File: config.mk
export PLATFORM = sky130hd
export DESIGN_NAME = imem_boot_loader_flat
export DESIGN_NICKNAME = d
export VERILOG_FILES = /design/src/rtl/imem_boot_loader_pkg.sv /design/src/rtl/imem_boot_loader_if.sv /design/src/rtl/imem_boot_loader.sv /design/src/flat_wrapper.sv
export SDC_FILE = /design/constraint.sdc
export NUM_CORES = 1
export LEC_CHECK = 0
export BUFFER_PORTS_ARGS = -buffer_cell sky130_fd_sc_hd__buf_2
export CAP_MARGIN = 30
export CORE_AREA = 4 4 90 92
export CTS_BUF_LIST = sky130_fd_sc_hd__clkbuf_8
export DETAILED_ROUTE_END_ITERATION = 10
export DIE_AREA = 0 0 94 96
export PLACE_DENSITY = 0.88
export SYNTH_ARGS = -nofsm -noshare
export SYNTH_HDL_FRONTEND = slang
export SYNTH_SLANG_ARGS = --single-unit
File: constraint.sdc
create_clock -name clk -period 2.3 [get_ports clk]
set_clock_uncertainty 0.2 [all_clocks]
set_input_delay 0.345 -clock clk [delete_from_list [all_inputs] [get_ports clk]]
set_output_delay 0.345 -clock clk [all_outputs]
set_load 0.05 [all_outputs]
File: src/rtl/imem_boot_loader_pkg.sv
// Shared types and default widths for the instruction-memory boot loader.
// The CPU integration top also imports this to size its instruction memory.
package boot_pkg;
   localparam int ADDR_W_DEF   = 8;
   localparam int DATA_W_DEF   = 32;
   localparam int RST_HOLD_DEF = 2;

   typedef enum logic [2:0] {
      IDLE,
      LEN,
      LOAD,
      HOLD,
      RUN,
      ERR
   } boot_state_e;
endpackage

File: src/rtl/imem_boot_loader_if.sv
// Valid/ready word stream carrying the program image into the boot loader.
interface imem_boot_loader_if #(
   parameter int DATA_W = 32
) ();
   logic              s_valid;
   logic [DATA_W-1:0] s_data;
   logic              s_ready;

   modport master (output s_valid, output s_data, input  s_ready);
   modport slave  (input  s_valid, input  s_data, output s_ready);
endinterface

File: src/rtl/imem_boot_loader.sv
// Streams a length-prefixed program image into instruction memory and holds
// the CPU in reset until the final word has been written.
module imem_boot_loader
   import boot_pkg::*;
#(
   parameter int ADDR_W   = ADDR_W_DEF,
   parameter int DATA_W   = DATA_W_DEF,
   parameter int RST_HOLD = RST_HOLD_DEF
) (
   input  logic              clk,
   input  logic              rst,
   imem_boot_loader_if.slave s,
   input  logic              reload,
   output logic              im_we,
   output logic [ADDR_W-1:0] im_addr,
   output logic [DATA_W-1:0] im_wdata,
   output logic              cpu_rst,
   output logic              done,
   output logic              err
);
   localparam int                DEPTH   = 2 ** ADDR_W;
   localparam logic [DATA_W-1:0] DEPTH_W = DATA_W'(DEPTH);

   boot_state_e       state_reg, state_next;
   logic [ADDR_W:0]   cnt_reg, cnt_next;
   logic [ADDR_W:0]   len_reg, len_next;
   logic [7:0]        hold_reg, hold_next;
   logic              im_we_next, cpu_rst_next, done_next, err_next;
   logic [ADDR_W-1:0] im_addr_next;
   logic [DATA_W-1:0] im_wdata_next;
   logic              accept;

   assign s.s_ready = (state_reg == LEN) || (state_reg == LOAD);
   assign accept    = s.s_valid && s.s_ready;

   always_comb begin
      state_next    = state_reg;
      cnt_next      = cnt_reg;
      len_next      = len_reg;
      hold_next     = hold_reg;
      im_we_next    = 1'b0;
      im_addr_next  = im_addr;
      im_wdata_next = im_wdata;
      cpu_rst_next  = cpu_rst;
      done_next     = done;
      err_next      = err;

      // reload overrides whatever handshake happens on the same edge
      if (reload && state_reg != IDLE) begin
         state_next   = LEN;
         cpu_rst_next = 1'b1;
         done_next    = 1'b0;
         err_next     = 1'b0;
         cnt_next     = '0;
      end else begin
         unique case (state_reg)
            IDLE: state_next = LEN;
            LEN: if (accept) begin
               if (s.s_data == '0 || s.s_data > DEPTH_W) begin
                  err_next   = 1'b1;
                  state_next = ERR;
               end else begin
                  len_next   = s.s_data[ADDR_W:0];
                  cnt_next   = '0;
                  state_next = LOAD;
               end
            end
            LOAD: if (accept) begin
               im_we_next    = 1'b1;
               im_addr_next  = cnt_reg[ADDR_W-1:0];
               im_wdata_next = s.s_data;
               cnt_next      = cnt_reg + 1'b1;
               if (cnt_reg == len_reg - 1'b1) begin
                  hold_next  = 8'(RST_HOLD);
                  state_next = HOLD;
               end
            end
            HOLD: begin
               if (hold_reg == '0) begin
                  state_next   = RUN;
                  cpu_rst_next = 1'b0;
                  done_next    = 1'b1;
               end else begin
                  hold_next = hold_reg - 1'b1;
               end
            end
            RUN:     ;
            ERR:     ;
            default: state_next = IDLE;
         endcase
      end
   end

   always_ff @(posedge clk or negedge rst) begin
      if (!rst) begin
         state_reg <= IDLE;
         cnt_reg   <= '0;
         len_reg   <= '0;
         hold_reg  <= '0;
         im_we     <= 1'b0;
         im_addr   <= '0;
         im_wdata  <= '0;
         cpu_rst   <= 1'b1;
         done      <= 1'b0;
         err       <= 1'b0;
      end else begin
         state_reg <= state_next;
         cnt_reg   <= cnt_next;
         len_reg   <= len_next;
         hold_reg  <= hold_next;
         im_we     <= im_we_next;
         im_addr   <= im_addr_next;
         im_wdata  <= im_wdata_next;
         cpu_rst   <= cpu_rst_next;
         done      <= done_next;
         err       <= err_next;
      end
   end
endmodule

File: src/flat_wrapper.sv
// flat-port wrapper written by rule: the top's interface ports become plain ports
module imem_boot_loader_flat import boot_pkg::*;
#(
   parameter int ADDR_W   = ADDR_W_DEF,
   parameter int DATA_W   = DATA_W_DEF,
   parameter int RST_HOLD = RST_HOLD_DEF
)
  (clk, rst, reload, im_we, im_addr, im_wdata, cpu_rst, done, err, s_s_valid, s_s_data, s_s_ready);
  imem_boot_loader_if #(.DATA_W(DATA_W)) s_i ();
  input  logic clk;
  input  logic rst;
  input  logic reload;
  output logic im_we;
  output logic [ADDR_W-1:0] im_addr;
  output logic [DATA_W-1:0] im_wdata;
  output logic cpu_rst;
  output logic done;
  output logic err;
  input wire logic [$bits(s_i.s_valid)-1:0] s_s_valid;
  input wire logic [$bits(s_i.s_data)-1:0] s_s_data;
  output wire logic [$bits(s_i.s_ready)-1:0] s_s_ready;
  assign s_i.s_valid = s_s_valid;
  assign s_i.s_data = s_s_data;
  assign s_s_ready = s_i.s_ready;
  imem_boot_loader #(.ADDR_W(ADDR_W), .DATA_W(DATA_W), .RST_HOLD(RST_HOLD)) u_core (.clk(clk), .rst(rst), .s(s_i), .reload(reload), .im_we(im_we), .im_addr(im_addr), .im_wdata(im_wdata), .cpu_rst(cpu_rst), .done(done), .err(err));
endmodule
# [Word level (Yosys, flattened, before mapping)]
# Index checks and enable logic that the tools add are counted.
[totals] word_cells=83 out_inout_bits=45 ff_bits=73 inputBits=36
[op_classes] n_bitwise=2 reduce_logical=23 n_eq_ne=15 magnitude_cmp=1 n_addsub=3 n_mux=29
[op_table] op="$mux W9" count=4
[op_table] op="$gt A32 B9 Y1 const B" count=1
[op_table] op="$logic_not A32 Y1" count=1
[op_table] op="$mux W8" count=3
[op_table] op="$mux W3" count=6
[op_table] op="$pmux W9 S2" count=1
[op_table] op="$pmux W8 S2" count=1
[op_table] op="$pmux W3 S5" count=1
[op_table] op="$mux W1" count=13
[op_table] op="$reduce_bool A2 Y1" count=6
[op_table] op="$reduce_and A5 Y1" count=2
[op_table] op="$add A9 B1 Y9 const B" count=1
[op_table] op="$eq A9 B9 Y1" count=1
[op_table] op="$sub A9 B1 Y9 const B" count=1
[op_table] op="$logic_not A8 Y1" count=1
[op_table] op="$reduce_and A4 Y1" count=2
[op_table] op="$sub A8 B1 Y8 const B" count=1
[op_table] op="$eq A3 B2 Y1 const B" count=2
[op_table] op="$eq A3 B3 Y1 const B" count=2
[op_table] op="$ne A3 B2 Y1 const B" count=2
[op_table] op="$ne A3 B3 Y1 const B" count=2
[op_table] op="$reduce_and A3 Y1" count=2
[op_table] op="$reduce_bool A3 Y1" count=2
[op_table] op="$ne A2 B1 Y1 const B" count=2
[op_table] op="9 further kinds" count=13

# [Longest topological paths before layout]
# Gate-level depths: netlist of the first run.
[logic_depth] word_depth=6 mapped_depth=10

# [Worst setup path before layout of the first run]
# No wires, ideal clock.
[synth_path] path_type="flip-flop to flip-flop" from="register u_core.len_reg[0]" to="register u_core.hold_reg[2]" setup_time_ps=134 setup_slack_ps=-83 path_stages_with_launch=10 t_arrival_ps=2050 path_buffers=1 cell_sequence="dfrtp_1 > inv_1 > ha_1 > clkbuf_1 > or3b_2 > a211oi_1 > o21ai_0 > a31oi_1 > a31o_2 > o22ai_1"
[synth_between] elab_chain_len=4
[synth_lines] element="from (decl)" line_no="imem_boot_loader.sv:26" rtl="logic [ADDR_W:0] len_reg, len_next;"
[synth_lines] element="from (signal assigned)" line_no="imem_boot_loader.sv:109" rtl="len_reg <= len_next;"
[synth_lines] element="$sub A9 B1 Y9" line_no="imem_boot_loader.sv:73" rtl="if (cnt_reg == len_reg - 1'b1) begin"
[synth_lines] element="$eq A9 B9 Y1" line_no="imem_boot_loader.sv:73"
[synth_lines] element="$ne A2 B2 Y1 (no source line)"
[synth_lines] element="$reduce_and A5 Y1 (no source line)"
[synth_lines] element="to (signal assigned)" line_no="imem_boot_loader.sv:110" rtl="hold_reg <= hold_next;"
[synth_lines] element="to (decl)" line_no="imem_boot_loader.sv:27" rtl="logic [7:0] hold_reg, hold_next;"
# No other way between the ends.
# A chain may end at the register's enable or synchronous reset.

# [Worst setup path in the final report of the first run]
[layout_path] from="register u_core.len_reg[0]" to="register u_core.hold_reg[1]"
# The elaborated chain is that of the path after synthesis.

==> impl_summary.log, run 1 <==
[metrics] post-detailed-route count of antenna-violating nets: 0
[metrics] share of the synthesized area in the top cell type: 50.4%
[metrics] top post-synthesis cells by area: sky130_fd_sc_hd__dfrtp_1 50%, sky130_fd_sc_hd__nand2_1 14%, sky130_fd_sc_hd__mux2_2 2.8%, sky130_fd_sc_hd__nor2_1 2.5%, sky130_fd_sc_hd__o21ai_0 2.1%
[metrics] H-tree levels: 3
[metrics] worst reg2reg startpoint: u_core.len_reg[0]
[metrics] Layout Cells excl Fill: 628
[metrics] Worst EP required: about 2.4 ns
[metrics] delay contributed by the slowest stage of the critical path: 0.43 ns
[metrics] clock buffers created by TritonCTS: 9
[metrics] most frequent standard cell in the layout excluding fill and tap cells: sky130_fd_sc_hd__nand2_1
[metrics] most used cells in the layout excluding fill and tap cells: 133 x sky130_fd_sc_hd__nand2_1, 80 x sky130_fd_sc_hd__buf_2, 72 x sky130_fd_sc_hd__dfrtp_1
[metrics] maximum clock frequency: 438 MHz
[metrics] category of the critical setup timing path: register to register
[metrics] family with the most delay on the worst path: compound AO/OA/AOI/OAI gates
[metrics] cell count of the worst hold path: 3
[metrics] number of setup violations in the final report: 0
[metrics] Crit. path cell count: 6
[metrics] CTS tree: done
[metrics] startpoint class of the critical path: register
[metrics] count of routing violations after the opening detailed-route iteration: 306
[metrics] relative slew slack: roughly 46%
[metrics] unrepaired setup endpoints after global routing: yes
[metrics] Yosys warnings: 0
[metrics] pin count of the biggest net entering global routing: 74
[metrics] number of filler cells placed in the layout: 571
[metrics] CP cell instances: nor2_1 > o21bai_2 > o311a_1 > or3_4 > a31o_4 > o21a_1
[metrics] number of synthesized register bits: 73
[metrics] final routed DRC violation total: 0
[metrics] Pleak: 2.49 nW
[metrics] initial antenna violation count: 0
[metrics] global-route usage over all layers: 22.4%
[metrics] final clock period utilization by the worst path: 99.3%
[metrics] number of endpoints with negative hold slack in the final report: 0
[metrics] first-pass GRT wire length: 15800 um
[metrics] clock-pin slew on the worst setup and hold paths: 0.09 ns
[metrics] number of cells produced by synthesis: between 400 and 500
[metrics] number of placed instances with taps included: 598
[metrics] Post-synth ARST share: 100%
[metrics] instance area at placement: 4280 sq um
[metrics] number of detailed-routing iterations run before antenna repair: 5
[metrics] Core Box Area: just over 7000 sq um
[metrics] number of global-route vias before repair: between 3000 and 4000
[metrics] Post-Route WL: 9630 um
[metrics] dominant synthesized flop cell: sky130_fd_sc_hd__dfrtp_1
[metrics] final routed wire length divided by cell count: between 15 and 20 um
[metrics] total congestion overflow after global routing: 0
[metrics] number of synthesized flops with an enable pin: 0
[metrics] min Tclk post-route: ~2.3 ns
[metrics] post-synthesis area per instance: about 8.8 sq um
[metrics] die area: 9020 sq um
[metrics] I/O Buffers: 80
[metrics] count of standard-cell rows: 31
[metrics] Placement Setup Slack: -0.178 ns
[metrics] Area growth syn-to-layout: 32.4%
[metrics] sequential area share after synthesis: 51.2%
[metrics] final slew viol count: 0
[metrics] total number of vias: 3409
[metrics] count of inserted antenna diode cells: 0
[metrics] detailed-placement wirelength estimate: about 6400 um
[metrics] worst r2r path cells: 6
[metrics] status: finished clean
[metrics] nets: between 500 and 600
[metrics] slew at the pin closest to its max-slew limit: 0.806 ns
[metrics] Worst setup EP type: register
[metrics] I/O pin cnt: 81
[metrics] arrival time at the worst endpoint: 2.34 ns
[metrics] maximum capacitance violations: 0
[metrics] slowest library cell on the worst path: sky130_fd_sc_hd__dfrtp_1
[metrics] Post-Synthesis Cell Area: 3570 sq um
[metrics] slack of the critical path: ~0.015 ns
[metrics] layout cell share with drive strength beyond 1: slightly above 30%
[metrics] root buffer selected by CTS: sky130_fd_sc_hd__clkbuf_8
[metrics] critical path startpoint: u_core.len_reg[0]
[metrics] worst min-delay path category: input pin to register
[metrics] source-to-sink clock delay at the later pin of the worst-skew pair: 0.36 ns
[metrics] library cell with the largest summed area after synthesis: sky130_fd_sc_hd__dfrtp_1
[metrics] last weighted congestion value of the routability-driven placer: 0.910
[metrics] Bufs and invs on worst path: 0
[metrics] Max VDD drop: 0.000381 V
[metrics] Synth cell types: 50
[metrics] vertical die dimension: 96 um
[metrics] Initial Util: 49.5%
[metrics] Clock Tree Buf Depth: 2
[metrics] total power divided by cell area: 571 nW/um^2
[metrics] HP Start: s_s_data[3]
[metrics] number of sinks on the clock net: 73
[metrics] total non-filler cell area in the finished layout: 4730 sq um
[metrics] top fanout value on the critical path: 8
[metrics] routed via count divided by cell count: 5.43
[metrics] number of flip-flops in the largest register: 32
[metrics] Core Util, Final: 65.6%
[metrics] Total Power Consumption: around 2.7 mW
[metrics] horizontal extent of the die: 94 um
[metrics] Synthesized Nets: 445
-- worst reg2reg max path: cells and delay by family (launching register included) --
| kind | cells | cell delay (ns) |
|---|---|---|
| AOI/OAI and AO/OA | 4 | 0.90 |
| DFF | 1 | 0.43 |
| and+or+nand+nor | 2 | 0.65 |
-- what timing repair did --
action,4_1_cts,5_1_grt
hold buffers,11,1
setup endpoints to repair,8,20
buffers inserted,0,2
pin swaps,6,6
gates resized for setup,5,20
hold endpoints to repair,82,1
-- power by group --
part / switching [mW] / leakage [nW] / internal, mW
clock network: 0.549 / 0.103 / 0.524
registers: 0.0216 / 0.976 / 1.31
logic: 0.197 / 1.41 / 0.0968
total: 0.768 / 2.49 / 1.93
-- logic make-up after synthesis --
family | synth area share [%]
flip-flops | 51.2
buffers and inverters | 3.47
adder cells (fa/ha/maj) | 1.40
XOR/XNOR | 2.94
AND/OR/NAND/NOR | 26.5
AO/OA/AOI/OAI | 11.7
multiplexers | 2.84
-- synthesized netlist by cell type (all sizes together), types with 5 or more instances --
master	number
nand2	133
dfrtp	72
nor2	24
o21ai	20
inv	15
a21oi	14
nor4	11
clkbuf	10
mux2	9
xnor2	8
buf	7
a211oi	5
a31oi	5
and3	5
nand3	5
-- cell type report --
cell class / count / area [sq um] / area share [%]
multi-input cells: 300 / 1730 / 36.5
repair buffers: 125 / 788 / 16.7
well taps: 99 / 124 / 2.62
clock buffers: 9 / 124 / 2.62
clock inverters: 7 / 83.8 / 1.77
flip-flops and latches: 73 / 1830 / 38.6
inverters: 15 / 56.3 / 1.19
-- final timing paths --
kind	to	slack, ns
max in group asynchronous	u_core.cpu_rst	1.22
worst min-delay path	u_core.im_wdata[3]	0.008
worst max register to register	u_core.hold_reg[1]	0.02
min in group asynchronous	u_core.im_addr[3]	0.34
worst max-delay path	u_core.hold_reg[1]	0.02
worst min register to register	u_core.im_addr[1]	0.27
-- routing by layer --
metal  share of wire (%)  global-route usage (%)
met5                   0                       0
met4                 2.2                    11.0
met3                 8.3                    5.71
met2                  50                    38.1
met1                  40                    26.5
-- metrics by stage --
stage	setup TNS, ns	hold slack (ns)
6_report	0	0.00781
5_1_grt	-0.100	0.00309
4_1_cts	0	0.00168
3_5_place_dp	-2.76	0.200
3_3_place_gp	-1.87	0.198
2_1_floorplan	0	-0.151
(Power assumes the default switching activity.)
==> run 2: changes to the inputs <==
Settings changed: CORE_AREA 4 4 90 92 to 4 4 100 83, DIE_AREA 0 0 94 96 to 0 0 104 87.
==> run 2 against run 1 <==
Net effect: clock power is 9% lower; count of clock-buffer cells in the layout unchanged; register-to-register slack about the same; die area is 0.27% higher; final area is 0.74% higher; critical path depth unchanged; sequential power about the same; first-iteration DRC count decreased by 24%; critical endpoint is now u_core.hold_reg[2]; global-route usage increased by 0.41 points.
==> impl_summary.log, run 2 (synthesis results as in run 1) <==
[metrics] horizontal extent of the die: 104 um
[metrics] Worst EP required: 2.35 ns
[metrics] slack of the critical path: 0.0270 ns
[metrics] total number of vias: 3457
[metrics] CTS tree: done
[metrics] last weighted congestion value of the routability-driven placer: roughly 0.83
[metrics] maximum capacitance violations: 0
[metrics] clock buffers created by TritonCTS: 9
[metrics] number of endpoints with negative hold slack in the final report: 0
[metrics] initial antenna violation count: 0
[metrics] slew at the pin closest to its max-slew limit: 0.723 ns
[metrics] nets: 567
[metrics] min Tclk post-route: 2.27 ns
[metrics] final slew viol count: 0
[metrics] root buffer selected by CTS: sky130_fd_sc_hd__clkbuf_8
[metrics] I/O pin cnt: 81
[metrics] number of detailed-routing iterations run before antenna repair: 5
[metrics] Pleak: 2.53 nW
[metrics] status: finished clean
[metrics] count of inserted antenna diode cells: 0
[metrics] Core Box Area: 7290 sq um
[metrics] routed via count divided by cell count: between 5 and 6
[metrics] total non-filler cell area in the finished layout: ~4800 sq um
[metrics] most frequent standard cell in the layout excluding fill and tap cells: sky130_fd_sc_hd__nand2_1
[metrics] hold slack final: 0.0265 ns
[metrics] count of standard-cell rows: 28
[metrics] Post-Route WL: 10000 um
[metrics] Clock Tree Buf Depth: 2
[metrics] total congestion overflow after global routing: 0
[metrics] worst min-delay path category: input pin to register
[metrics] final routed wire length divided by cell count: 16.1 um
[metrics] startpoint class of the critical path: register
[metrics] count of routing violations after the opening detailed-route iteration: ~230
[metrics] vertical die dimension: around 87 um
[metrics] maximum clock frequency: approximately 440 MHz
[metrics] number of setup violations in the final report: 0
[metrics] total power divided by cell area: 548 nW/um^2
[metrics] number of flip-flops in the largest register: 32
[metrics] number of sinks on the clock net: 73
[metrics] Max VDD drop: between 0.0003 and 0.0004 V
[metrics] source-to-sink clock delay at the later pin of the worst-skew pair: 0.36 ns
[metrics] global-route usage over all layers: between 20% and 30%
[metrics] number of global-route vias before repair: approximately 3500
[metrics] layout cell share with drive strength beyond 1: 29.5%
[metrics] Area growth syn-to-layout: 33.4%
[metrics] worst reg2reg startpoint: u_core.len_reg[0]
[metrics] H-tree levels: 3
[metrics] I/O Buffers: 80
[metrics] first-pass GRT wire length: roughly 17000 um
[metrics] Initial Util: 49.0%
[metrics] relative slew slack: 51.4%
[metrics] instance area at placement: ~4300 sq um
[metrics] detailed-placement wirelength estimate: 6500 um
[metrics] final clock period utilization by the worst path: 98.8%
[metrics] Worst setup EP type: register
[metrics] critical path startpoint: u_core.len_reg[0]
[metrics] clock-pin slew on the worst setup and hold paths: 0.10 ns
[metrics] die area: 9050 sq um
[metrics] final routed DRC violation total: 0
[metrics] most used cells in the layout excluding fill and tap cells: 132 x sky130_fd_sc_hd__nand2_1, 79 x sky130_fd_sc_hd__buf_2, 72 x sky130_fd_sc_hd__dfrtp_1
[metrics] pin count of the biggest net entering global routing: 74
[metrics] top fanout value on the critical path: 8
[metrics] category of the critical setup timing path: register to register
[metrics] arrival time at the worst endpoint: 2.33 ns
[metrics] Placement Setup Slack: -0.164 ns
[metrics] unrepaired setup endpoints after global routing: yes
[metrics] HP Start: s_s_data[20]
[metrics] post-detailed-route count of antenna-violating nets: 0
==> run 2: layout make-up <==
class | count | area (sq um)
inverter | 15 | 56.3
sequential | 73 | 1830
tap | 90 | 113
timing repair buffer | 127 | 837
clock inverter | 7 | 61.3
fill | 560 | 2520
clock buffer | 9 | 124
multi-input combinational | 301 | 1750
==> run 2: worst paths after layout <==
kind                                       end  slack (ns)  cells past startpoint
min in group asynchronous   u_core.hold_reg[7]        0.33                      3
hold / removal             u_core.im_wdata[20]        0.03                      3
setup reg to reg            u_core.hold_reg[2]        0.03                      6
max in group asynchronous       u_core.cpu_rst        1.24                      3
hold reg to reg              u_core.im_addr[0]        0.28                      2
setup / recovery            u_core.hold_reg[2]        0.03                      6
==> run 2: critical path: stages (launching register included) <==
cell and delay, ns:
sky130_fd_sc_hd__dfrtp_1 0.43, sky130_fd_sc_hd__or3_4 0.41, sky130_fd_sc_hd__or2_1 0.28, sky130_fd_sc_hd__nor4b_2 0.36, sky130_fd_sc_hd__or3_4 0.20, sky130_fd_sc_hd__a31o_4 0.19
sky130_fd_sc_hd__o22ai_1 0.10
==> run 2: metal layers <==
layer | wire length [um] | GRT usage, % | up-vias
met4 | 213 | 10.7 | 0
met2 | 5020 | 37.5 | 152
li1 | - | - | 1617
met5 | 0 | 0 | -
met3 | 779 | 7.64 | 19
met1 | 4010 | 27.5 | 1669
==> run 2: what timing repair did <==
action / in CTS / in global routing
hold buffers: 20 / 0
endpoints found under the hold margin: 91 / 0
resized for setup: 3 / 20
setup endpoints to repair: 8 / 27
gates cloned: 0 / 1
setup buffers: 0 / 1
pin swaps: 0 / 8
==> run 2: per-stage QoR <==
step           TNS [ns]  cells  util [%]  power [mW]
2_1_floorplan         0    405         -        1.50
3_3_place_gp      -1.41    585      58.4        1.62
3_5_place_dp      -2.53    585      58.4        1.63
4_1_cts               0    621      63.9        2.62
5_1_grt          -0.393    622      65.4        2.73
6_report              0    622      65.4        2.61
==> run 2: power breakdown <==
| part | internal (mW) | switching, mW | total, mW |
|---|---|---|---|
| Sequential | 1.31 | 0.0217 | 1.33 |
| Clock | 0.412 | 0.558 | 0.970 |
| Combinational | 0.104 | 0.205 | 0.309 |
| Total | 1.83 | 0.785 | 2.61 |
==> run 3: changes to the inputs <==
Settings changed: CORE_AREA 4 4 100 83 to 4 4 101 84, CTS_BUF_LIST sky130_fd_sc_hd__clkbuf_8 to not set, CTS_CLUSTER_SIZE set to 40, DIE_AREA 0 0 104 87 to 0 0 105 88, PLACE_DENSITY 0.88 to 0.87, SKIP_LAST_GASP set to 1.
==> run 3 against run 2 <==
Net effect: the run now ends with negative setup slack left; maximum frequency is 2.0% lower; routed wire length is 3.3% higher; via count is 1.4% higher; critical endpoint is now u_core.state_reg[2]; global-route usage is 0.69 points lower; total power is 3.6% higher.
==> impl_summary.log, run 3 (synthesis results as in run 1) <==
[metrics] status: finished with violations
[metrics] violations in the final reports: negative setup slack
[metrics] detailed-placement wirelength estimate: 6600 um
[metrics] Max VDD drop: 0.000463 V
[metrics] relative slew slack: 46.7%
[metrics] I/O Buffers: 80
[metrics] arrival time at the worst endpoint: 2.37 ns
[metrics] post-detailed-route count of antenna-violating nets: 0
[metrics] count of standard-cell rows: 28
[metrics] delay contributed by the slowest stage of the critical path: 0.54 ns
[metrics] Worst setup EP type: register
[metrics] root buffer selected by CTS: sky130_fd_sc_hd__clkbuf_8
[metrics] top routing layer in use: met4
[metrics] number of sinks on the clock net: 73
[metrics] length of routed met2 wiring: approximately 5000 um
[metrics] global-route usage over all layers: 22.1%
[metrics] nets: between 500 and 600
[metrics] category of the critical setup timing path: input pin to register
[metrics] clock buffers created by TritonCTS: 9
[metrics] CTS tree: done
[metrics] Post-Route WL: 10400 um
[metrics] CP cell instances: dlygate4sd3_1 > buf_2 > nor4_4 > nand2_2 > nor4b_4 > buf_4 > buf_4 > and2_4 > o22ai_1 > and2_1
[metrics] number of setup violations in the final report: 3
[metrics] slowest library cell on the worst path: sky130_fd_sc_hd__dlygate4sd3_1
[metrics] pin count of the biggest net entering global routing: 74
[metrics] Core Box Area: 7360 sq um
[metrics] Initial Util: about half
[metrics] Area growth syn-to-layout: 34.9%
[metrics] number of detailed-routing iterations run before antenna repair: 5
[metrics] final routed wire length divided by cell count: ~17 um
[metrics] worst reg2reg startpoint: u_core.len_reg[0]
[metrics] top fanout value on the critical path: 3
[metrics] detailed-routed wire length on met3: 972 um
[metrics] first-pass GRT wire length: 16400 um
[metrics] maximum clock frequency: 431 MHz
[metrics] Total Power Consumption: 2.71 mW
[metrics] startpoint class of the critical path: input pin
[metrics] unrepaired setup endpoints after global routing: yes
[metrics] layout cell share with drive strength beyond 1: 30.4%
[metrics] number of flip-flops in the largest register: 32
[metrics] critical path startpoint: s_s_data[19]
[metrics] cell repeated most along the worst path: sky130_fd_sc_hd__buf_4
[metrics] HP Start: s_s_data[3]
[metrics] horizontal extent of the die: 105 um
[metrics] most frequent standard cell in the layout excluding fill and tap cells: sky130_fd_sc_hd__nand2_1
[metrics] count of routing violations after the opening detailed-route iteration: 310
[metrics] vertical die dimension: about 90 um
[metrics] endpoint of the most critical setup path: u_core.state_reg[2]
[metrics] number of endpoints with negative hold slack in the final report: 0
[metrics] routed via count divided by cell count: 5.65
[metrics] worst r2r path cells: 7
[metrics] total congestion overflow after global routing: 0
[metrics] family with the most delay on the worst path: buffers and inverters
[metrics] total power divided by cell area: 562 nW/um^2
[metrics] number of global-route vias before repair: 3399
[metrics] final routed DRC violation total: 0
[metrics] I/O pin cnt: 81
[metrics] Crit. path cell count: 10
[metrics] Worst EP required: 2.35 ns
[metrics] Bufs and invs on worst path: 4
[metrics] Clock Tree Buf Depth: 2
[metrics] slew at the pin closest to its max-slew limit: 0.792 ns
[metrics] setup TNS after final layout: -0.0430 ns
[metrics] final clock period utilization by the worst path: 101%
[metrics] register-to-register path setup slack: roughly 0.010 ns
[metrics] initial antenna violation count: 0
[metrics] die area: 9240 sq um
[metrics] last weighted congestion value of the routability-driven placer: 0.813
[metrics] worst min-delay path category: input pin to register
[metrics] slack of the critical path: -0.0185 ns
[metrics] source-to-sink clock delay at the later pin of the worst-skew pair: 0.36 ns
[metrics] routed length on met1: 4100 um
[metrics] final slew viol count: 0
[metrics] Worst R2R End: u_core.hold_reg[1]
[metrics] most used cells in the layout excluding fill and tap cells: 132 x sky130_fd_sc_hd__nand2_1, 77 x sky130_fd_sc_hd__buf_2, 70 x sky130_fd_sc_hd__dfrtp_1
[metrics] total number of vias: 3507
[metrics] clock-pin slew on the worst setup and hold paths: 0.08 ns
[metrics] maximum capacitance violations: 0
[metrics] H-tree levels: 3
[metrics] min Tclk post-route: between 2 and 2.5 ns
[metrics] Pleak: 2.52 nW
## run 3: changes by cell type in the layout (fill, tap and decap cells not counted), moves of 2 or more
cell                       previous run  this run
sky130_fd_sc_hd__o21ai_0             14         9
sky130_fd_sc_hd__inv_6                3         1
sky130_fd_sc_hd__dfrtp_1             72        70
sky130_fd_sc_hd__nor4_1               9         7
sky130_fd_sc_hd__clkbuf_8             9        11
sky130_fd_sc_hd__dfrtp_2              0         2
sky130_fd_sc_hd__buf_2               79        77
sky130_fd_sc_hd__o21ai_1              6        11
sky130_fd_sc_hd__nor4_4               0         2
## run 3: final cells by class
type	count	area, sq um
Inverter	15	56.3
Clock inverter	5	62.6
Fill cell	546	2540
Clock buffer	11	151
Multi-Input combinational cell	301	1780
Antenna cell	1	2.50
Timing Repair Buffer	125	823
Sequential cell	73	1830
Tap cell	90	113
## run 3: what timing repair did
item,4_1_cts,5_1_grt
endpoints found under the setup margin,8,29
resized for setup,3,32
hold buffers,20,0
pin swaps,3,11
cloned,0,1
buffers inserted,0,1
hold endpoints to repair,91,0
## run 3: per-layer routing
metal / vias to the layer above / global-route usage, %
met2: 148 / 38.1
met5: - / 0
met4: 0 / 6.20
met1: 1707 / 26.4
li1: 1620 / -
met3: 32 / 8.33
## run 3: how the worst min path moves through the flow
stage / to / cells after the start
5_1_grt: u_core.im_wdata[3] / 3
2_1_floorplan: u_core.cnt_reg[0] / 0
3_3_place_gp: u_core.hold_reg[0] / 2
6_report: u_core.im_wdata[3] / 3
3_5_place_dp: u_core.hold_reg[0] / 2
4_1_cts: u_core.im_wdata[3] / 3
## run 3: stage by stage
stage | area, sq um | util, % | setup slack [ns] | instances | hold WS, ns
after floorplan | 3590 | - | 0.0266 | 405 | -0.151
after global placement | 4250 | 57.8 | -0.116 | 585 | 0.204
after detailed placement | 4250 | 57.8 | -0.204 | 585 | 0.203
after CTS | 4680 | 63.7 | 0.000172 | 621 | 0.0101
after global routing | 4820 | 65.5 | -0.0844 | 620 | 0.00826
final | 4820 | 65.5 | -0.0185 | 621 | 0.0151
## run 3: worst reg2reg max path: stages, from the launching register on
cell and delay (ns):
sky130_fd_sc_hd__dfrtp_2 0.46, sky130_fd_sc_hd__inv_2 0.10, sky130_fd_sc_hd__ha_4 0.16, sky130_fd_sc_hd__o21bai_1 0.11, sky130_fd_sc_hd__o311a_1 0.31, sky130_fd_sc_hd__or3_4 0.40, sky130_fd_sc_hd__a31o_4 0.28, sky130_fd_sc_hd__o21a_1 0.18
## run 3: report_power, final
group	internal, mW	total (mW)	switching [mW]	leakage [nW]
combinational	0.104	0.310	0.206	1.45
sequential	1.31	1.34	0.0221	0.973
clock	0.565	1.06	0.498	0.102
total	1.98	2.71	0.726	2.52
